===== config.mk =====
export PLATFORM = sky130hd
export DESIGN_NAME = seg_scan_driver
export DESIGN_NICKNAME = d
export VERILOG_FILES = /design/src/rtl/seg_scan_driver.sv
export SDC_FILE = /design/constraint.sdc
export NUM_CORES = 1
export LEC_CHECK = 0
export CAP_MARGIN = 30
export CORE_UTILIZATION = 60
export DETAILED_ROUTE_END_ITERATION = 6
export GPL_TIMING_DRIVEN = 1
export PLACE_DENSITY = 0.91
export REMOVE_ABC_BUFFERS = 1
export SYNTH_ARGS = -nofsm -noshare
export SYNTH_HDL_FRONTEND = slang
export SYNTH_SLANG_ARGS = --single-unit

===== constraint.sdc =====
create_clock -name clk -period 4.06 [get_ports clk]
set_input_delay 0.406 -clock clk [delete_from_list [all_inputs] [get_ports clk]]
set_output_delay 0.406 -clock clk [all_outputs]
set_load 0.02 [all_outputs]

===== src/rtl/seg_scan_driver.sv =====
// seg_scan_driver: scans a 24-bit value as 6 hex digits across an 8-digit
// multiplexed 7-segment display (active-low anodes and cathodes). The value
// is latched once per frame so a digit never tears. Blink and leading-zero
// suppression are supported.
//
// Blink phase FSM:
//   state  | meaning
//   PH_ON  | digits driven normally
//   PH_OFF | all anodes and cathodes forced dark, scan keeps running
module seg_scan_driver #(
  parameter int SCAN_DIV   = 100000,
  parameter int BLINK_HALF = 25000000
) (
  input  logic        clk,
  input  logic        rst,
  input  logic [23:0] seg_value,
  input  logic        blink_en,
  input  logic        blank_lz,
  output logic [7:0]  seg_an,
  output logic [7:0]  seg_ca,
  output logic        frame_done
);

  localparam int SW = $clog2(SCAN_DIV);
  localparam int BW = $clog2(BLINK_HALF);
  localparam logic [SW-1:0] SCAN_TC  = SW'(SCAN_DIV - 1);
  localparam logic [BW-1:0] BLINK_TC = BW'(BLINK_HALF - 1);

  typedef enum logic {
    PH_OFF = 1'b0,
    PH_ON  = 1'b1
  } phase_t;

  logic [SW-1:0] scan_cnt;
  logic [2:0]    idx;
  logic [23:0]   shadow;
  logic [BW-1:0] blink_cnt;
  phase_t        phase;
  phase_t        phase_nxt;
  logic          scan_tc;
  logic          blink_tc;
  logic          disp_on;
  logic [3:0]    nibble;
  logic          lz_dark;
  logic [7:0]    an_nxt;
  logic [7:0]    ca_nxt;

  function automatic logic [7:0] hex_ca(input logic [3:0] d);
    logic [7:0] c;
    case (d)
      4'h0: c = 8'hC0;
      4'h1: c = 8'hF9;
      4'h2: c = 8'hA4;
      4'h3: c = 8'hB0;
      4'h4: c = 8'h99;
      4'h5: c = 8'h92;
      4'h6: c = 8'h82;
      4'h7: c = 8'hF8;
      4'h8: c = 8'h80;
      4'h9: c = 8'h90;
      4'hA: c = 8'h88;
      4'hB: c = 8'h83;
      4'hC: c = 8'hC6;
      4'hD: c = 8'hA1;
      4'hE: c = 8'h86;
      default: c = 8'h8E;
    endcase
    return c;
  endfunction

  assign scan_tc  = (scan_cnt == SCAN_TC);
  assign blink_tc = (blink_cnt == BLINK_TC);

  // Digit scan: hold each position SCAN_DIV cycles, latch the value on the 7->0 wrap.
  always_ff @(posedge clk) begin
    if (rst) begin
      scan_cnt   <= '0;
      idx        <= 3'd0;
      shadow     <= 24'h0;
      frame_done <= 1'b0;
    end else begin
      frame_done <= 1'b0;
      if (scan_tc) begin
        scan_cnt <= '0;
        idx      <= idx + 3'd1;
        if (idx == 3'd7) begin
          frame_done <= 1'b1;
          shadow     <= seg_value;
        end
      end else begin
        scan_cnt <= scan_cnt + SW'(1);
      end
    end
  end

  // Blink half-period timer; parked at zero whenever blink is disabled.
  always_ff @(posedge clk) begin
    if (rst || !blink_en) begin
      blink_cnt <= '0;
    end else if (blink_tc) begin
      blink_cnt <= '0;
    end else begin
      blink_cnt <= blink_cnt + BW'(1);
    end
  end

  // Blink phase state register.
  always_ff @(posedge clk) begin
    if (rst) begin
      phase <= PH_ON;
    end else begin
      phase <= phase_nxt;
    end
  end

  // Blink phase next state: forced ON while disabled, toggles on timer wrap.
  always_comb begin
    phase_nxt = phase;
    if (!blink_en) begin
      phase_nxt = PH_ON;
    end else if (blink_tc) begin
      phase_nxt = (phase == PH_ON) ? PH_OFF : PH_ON;
    end
  end

  // Blink phase output: whether digits may be lit this cycle.
  always_comb begin
    disp_on = (phase == PH_ON);
  end

  // Select the current nibble and whether everything above it is zero.
  always_comb begin
    nibble  = 4'h0;
    lz_dark = 1'b0;
    case (idx)
      3'd0: nibble = shadow[3:0];
      3'd1: begin
        nibble  = shadow[7:4];
        lz_dark = (shadow[23:4] == 20'h0);
      end
      3'd2: begin
        nibble  = shadow[11:8];
        lz_dark = (shadow[23:8] == 16'h0);
      end
      3'd3: begin
        nibble  = shadow[15:12];
        lz_dark = (shadow[23:12] == 12'h0);
      end
      3'd4: begin
        nibble  = shadow[19:16];
        lz_dark = (shadow[23:16] == 8'h0);
      end
      3'd5: begin
        nibble  = shadow[23:20];
        lz_dark = (shadow[23:20] == 4'h0);
      end
      default: begin
        nibble  = 4'h0;
        lz_dark = 1'b0;
      end
    endcase
  end

  // Compose the next anode/cathode pattern; positions 6 and 7 are always dark.
  always_comb begin
    an_nxt = 8'hFF;
    ca_nxt = 8'hFF;
    if (disp_on && (idx < 3'd6) && !(blank_lz && lz_dark)) begin
      an_nxt = ~(8'b1 << idx);
      ca_nxt = hex_ca(nibble);
    end
  end

  // Registered pin drive, one cycle behind idx, glitch-free at the pads.
  always_ff @(posedge clk) begin
    if (rst) begin
      seg_an <= 8'hFF;
      seg_ca <= 8'hFF;
    end else begin
      seg_an <= an_nxt;
      seg_ca <= ca_nxt;
    end
  end

endmodule

Word level (Yosys, flattened, before mapping)
Memories as Yosys holds them, arrays and structs flattened. A register that Yosys moved wholly into a read port is not among the register bits.
Cells that the tools add are included.
- reductions and logical operators: 18
- eq/ne operators: 8
- bitwise operators: 4
- shift-type cells: 1
- mux-type cells: 4
- magnitude comparators: 1
- add/sub/neg operators: 3
- operator list (operator ; number):
    $add A25 B1 Y25 const B ; 1
    $eq A25 B25 Y1 const B ; 1
    $pmux W4 S6 ; 1
    $logic_not A20 Y1 ; 1
    $add A17 B1 Y17 const B ; 1
    $eq A17 B17 Y1 const B ; 1
    $logic_not A16 Y1 ; 1
    $logic_not A12 Y1 ; 1
    $reduce_or A2 Y1 ; 5
    $eq A3 B3 Y1 const B ; 3
    $logic_not A8 Y1 ; 1
    $not A8 Y8 ; 1
    $shl A1 B3 Y8 const A ; 1
    $eq A3 B2 Y1 const B ; 2
    $pmux W1 S5 ; 1
    $logic_not A4 Y1 ; 1
    $add A3 B1 Y3 const B ; 1
    $eq A3 B1 Y1 const B ; 1
    $logic_and A1 B1 Y1 ; 3
    $logic_not A3 Y1 ; 1
    $lt A3 B3 Y1 const B ; 1
    $not A1 Y1 ; 3
    $logic_not A1 Y1 ; 2
    $mux W1 ; 2
    2 further kinds ; 2
- output and inout bits: 17
- memories kept: 1
- register bits: 87
- memory bits (read-only): 112
- input bits: 28
- memory list (name ; words ; width ; read ports ; clocked after Yosys merged registers in ; wr ports ; line ; RTL):
    (name not given) ; 16 ; 7 ; 1 ; 1 ; 0 ; 50 ; case (d)

Depth between registers and ports, before layout
- depth after elaboration: 7
- gate-level depth with buffers: 12
- depth with buffers taken out: 11

Worst setup path before layout
OpenSTA, ideal clock, no wires.
- path type: reg2reg
- from: register idx[2]
- to: register seg_ca[3]
- data required time: 3.941 ns
- arrival: 2.340 ns
- setup slack: 1.601 ns
- buffers on the path: 2
- setup time: 0.119 ns
- cell stages (with the launch flop): 13
- path through: dfxtp_1 buf_6 buf_2 inv_1 ha_1 a222oi_1 a21boi_2 inv_1 ha_1 inv_1 nor3_1 a211oi_1 o21ai_1
- cells in the longest elaborated chain, start to end: 7
- elaborated cells between the ends (all ways): 15
- RTL lines (item ; line ; RTL):
    start: declaration ; 35 ; logic [2:0] idx;
    start signal: assignment ; 85 ; idx <= idx + 3'd1;
    $eq A3 B3 Y1, or another cell as far along ; 135 ; case (idx)
    $pmux W1 S5 ; 135 ;
    $logic_and A1 B1 Y1 ; 168 ; if (disp_on && (idx < 3'd6) && !(blank_lz && lz_dark)) begin
    $logic_not A1 Y1 ; 168 ;
    $logic_and A1 B1 Y1 ; 168 ;
    $not A1 Y1 (no line) ; n/a ;
    $reduce_or A2 Y1 (no line) ; n/a ;
    end: declaration ; 20 ; output logic [7:0] seg_ca,
Several ways; a longest one is shown, not always the timed one.
A chain may end at the register's enable or synchronous reset.

Final worst setup path
Same ends and word-level chain as after synthesis.

==> summary.txt <==
Outcome
  • Status: complete, no violations

Place
  • IO buf count: 43
  • Dpl ws: 1070 ps
  • DP HPWL: between 5000 and 6000 um
  • Placer's final routability congestion estimate: between 0.8 and 0.9

Cells and area
  • Area growth from synthesis to layout: 15.5%
  • Fillers: 454
  • Share of layout cells above drive strength 1: under 10%
  • Nets: about 520
  • Antenna cells: 0
  • Final Util: 71.8%

Clock network
  • Buffer count from post-CTS setup fixing: 0
  • H-tree Lvls: 3
  • Clock sinks: 86
  • Hold Buf Count CTS: 0
  • CTS tree: yes
  • Worst-path clk slew: 80 ps
  • Total CTS buffers: 9
  • Longest Clk Path Bufs: 2
  • Root buf cell: clkbuf_8
  • Clk Latency, worst-skew pair: 350 ps
  • Post-CTS Resized: 0

STA
  • Final period util: about three quarters
  • Final worst slack: 960 ps
  • Skew final: between 8 and 9 ps
  • Final Setup Violations: 0
  • Post-route minimum period: 3100 ps
  • Least-Margin Pin Slew: 933 ps
  • Setup TNS: 0 ps
  • Final Hold Viols: 0
  • Max Clk Rate: 0.323 GHz
  • RSZ-0062 raised after global routing: false
  • Max-slew violation count: 0
  • Rel. slew slack: between 30 and 40%

Power and ir drop
  • Combinational power share: ~4.2%
  • Clock power frac: 42.0%
  • Pwr Density: 348 nW/um^2
  • Switching share of power: approximately a fifth
  • Internal: about 1.3 mW
  • Max rail drop VDD: about 0.22 mV
  • Sequential share of power: 53.8%
  • Leak: roughly 1.6 nW
  • Net Sw Power: between 300 and 400 uW

Worst setup path
  • Worst setup SP type: register
  • Crit. End Element: register
  • CP top delay family: compound AO/OA/AOI/OAI gates
  • Crit-path slowest cell: dfxtp_1
  • Arr. time, crit path: 3340 ps
  • Worst path bufs/invs: 3
  • Crit path required time: 4300 ps
  • Worst Path Max Fanout: 21
  • Crit Path Class: register to register
  • Critical Path Max Stage Delay: 810 ps
  • Most used cell along the critical path: inv_1
  • Critical path cell sequence: inv_1 > ha_1 > a222oi_1 > a21boi_2 > inv_1 > ha_1 > inv_1 > nor3_1 > a211oi_1 > o21ai_1
  • Worst Setup SP: idx[2]
  • Reg2reg start: idx[2]

Synthesis
  • Sequential-to-total area share from yosys stat: ~44%
  • Yosys reg bits: 86
  • Asr flop ratio synth: 0%
  • Post-synth EDFFs: 0
  • Avg Cell Area, Syn: 8.79 um^2
  • Main flop type after synthesis: dfxtp_1
  • Mapped Area: a little under 4000 um^2
  • Synth warnings: 0
  • Cells after Synth: ~450
  • Cell variety after synth: 57

Die
  • Core box area: 6350 um^2
  • Die ar.: 6900 um^2
  • I/O pins: 45
  • Die X: just over 80 um
  • Initial core utilization: 62.1%
  • Number of cell rows: 29
  • DIE HEIGHT: slightly above 80 um

GRT
  • Gr ovfl total: 0
  • First-pass GRT wire length: approximately 14000 um
  • Initial antenna violation count: 0
  • Largest net degree at the start of global routing: 31
  • Global-route met2 utilization: 44.2%
  • Total GRT Usage: between 20% and 30%
  • Vias in the first global route: 3111
  • Most used routing layer: met2
  • Met1 GRT Util: 30.1%
  • M3 GR Usage: 6.76%

Routing
  • Final ANT Viol Nets: 0
  • Pre-antenna DRT Iters: 5
  • Via density: 5.83
  • Post-route DRC: 0
  • Post-DR wirelength/cell: 15.0 um
  • Detailed Route Iter0 Violations: ~230
  • WL final: ~8500 um
  • Vias: around 3300

Worst hold path
  • Hold Startpoint: scan_cnt[0]
  • HP Class: register to register

Flow run
  • Max-cap violation count: 0
-- path summary, 6_finish.rpt --
check | end | slack (ps) | cells after the start
min | scan_cnt[0] | 460 | 1
min reg2reg | scan_cnt[0] | 460 | 1
max reg2reg | seg_ca[3] | 960 | 10
max | seg_ca[3] | 960 | 10
-- state kept, by name (all words and copies together), names as in the netlist --
name and count:
frame_done 1, disp_on 1, blink_cnt 25, shadow 24
scan_cnt 17, idx 3, seg_an 8, seg_ca 7
-- metal layers --
metal	vias to the layer above	wire length, um
met2	100	4310
met5	-	0
met3	21	370
li1	1605	-
met4	0	222
met1	1567	3580
-- metrics by stage --
stage               std cells  hold slack (ps)  power (mW)  cell area [um^2]
global placement          549              427       0.939              4330
global route              565              481        1.64              4560
detailed placement        549              441       0.940              4330
finish                    565              460        1.59              4560
floorplan                 427              418       0.894              3790
CTS                       565              461        1.60              4560
-- cell families (layout without fill, tap and decap cells) --
kind of cell | count (synthesis) | after routing | synth area share [%]
AND/OR/NAND/NOR | 210 | 210 | 25.1
XOR/XNOR | 40 | 40 | 8.88
multiplexers | 7 | 7 | 2.12
adder cells (fa/ha/maj) | 13 | 13 | 4.12
flip-flops | 86 | 86 | 43.6
AO/OA/AOI/OAI | 59 | 59 | 11.1
other | 1 | 1 | 0.0951
buffers and inverters | 33 | 72 | 4.92
-- area by class of cell --
| cell class | count | area, um^2 | area share, % |
|---|---|---|---|
| Inverter | 11 | 41.3 | 0.906 |
| Sequential cell | 86 | 1720 | 37.8 |
| Multi-Input combinational cell | 330 | 2030 | 44.5 |
| Clock inverter | 5 | 82.6 | 1.81 |
| Tap cell | 77 | 96.3 | 2.11 |
| Clock buffer | 11 | 141 | 3.10 |
| Timing Repair Buffer | 45 | 445 | 9.77 |
-- synthesized netlist by cell type, types with 3 or more instances --
cell / number / area, um^2
a211oi_1: 3 / 22.5
a21oi_1: 26 / 130
a21oi_2: 5 / 43.8
a22oi_1: 3 / 22.5
and2_1: 3 / 18.8
and3_1: 5 / 31.3
and4_1: 5 / 43.8
buf_2: 5 / 25.0
buf_4: 3 / 22.5
buf_6: 7 / 78.8
clkbuf_1: 6 / 22.5
dfxtp_1: 86 / 1720
ha_1: 13 / 163
inv_1: 11 / 41.3
mux2_2: 3 / 33.8
nand2_1: 70 / 263
nand3_1: 26 / 130
nand4_1: 9 / 56.3
nor2_1: 58 / 218
nor3_1: 11 / 55.1
nor4_1: 6 / 37.5
o221ai_1: 4 / 35.0
xnor2_1: 20 / 175
xor2_1: 20 / 175
-- worst register-to-register path: stages, from the launching register on --
cell and delay, ps:
dfxtp_1 810, inv_1 200, ha_1 360, a222oi_1 390, a21boi_2 370, inv_1 110, ha_1 230, inv_1 120
nor3_1 70, a211oi_1 250, o21ai_1 80
-- power groups by stage --
stage | Combinational (mW) | Sequential [mW] | Clock, mW
after floorplan | 0.0157 | 0.878 | 0
after global placement | 0.0651 | 0.874 | 0
after detailed placement | 0.0661 | 0.874 | 0
after CTS | 0.0670 | 0.854 | 0.675
after global routing | 0.0717 | 0.855 | 0.714
final | 0.0669 | 0.854 | 0.667
-- layout by cell type (no fill, tap or decap), drive strengths merged, types with 9 or more instances in the layout --
master,netlist,final
dfxtp,86,86
inv,11,11
nor3,12,12
ha,13,13
clkbuf,6,11
clkdlybuf4s50,0,43
xor2,20,20
nand4,9,9
a21oi,31,31
nand3,26,26
nand2,71,71
nor2,58,58
xnor2,20,20
(Power assumes the default switching activity.)
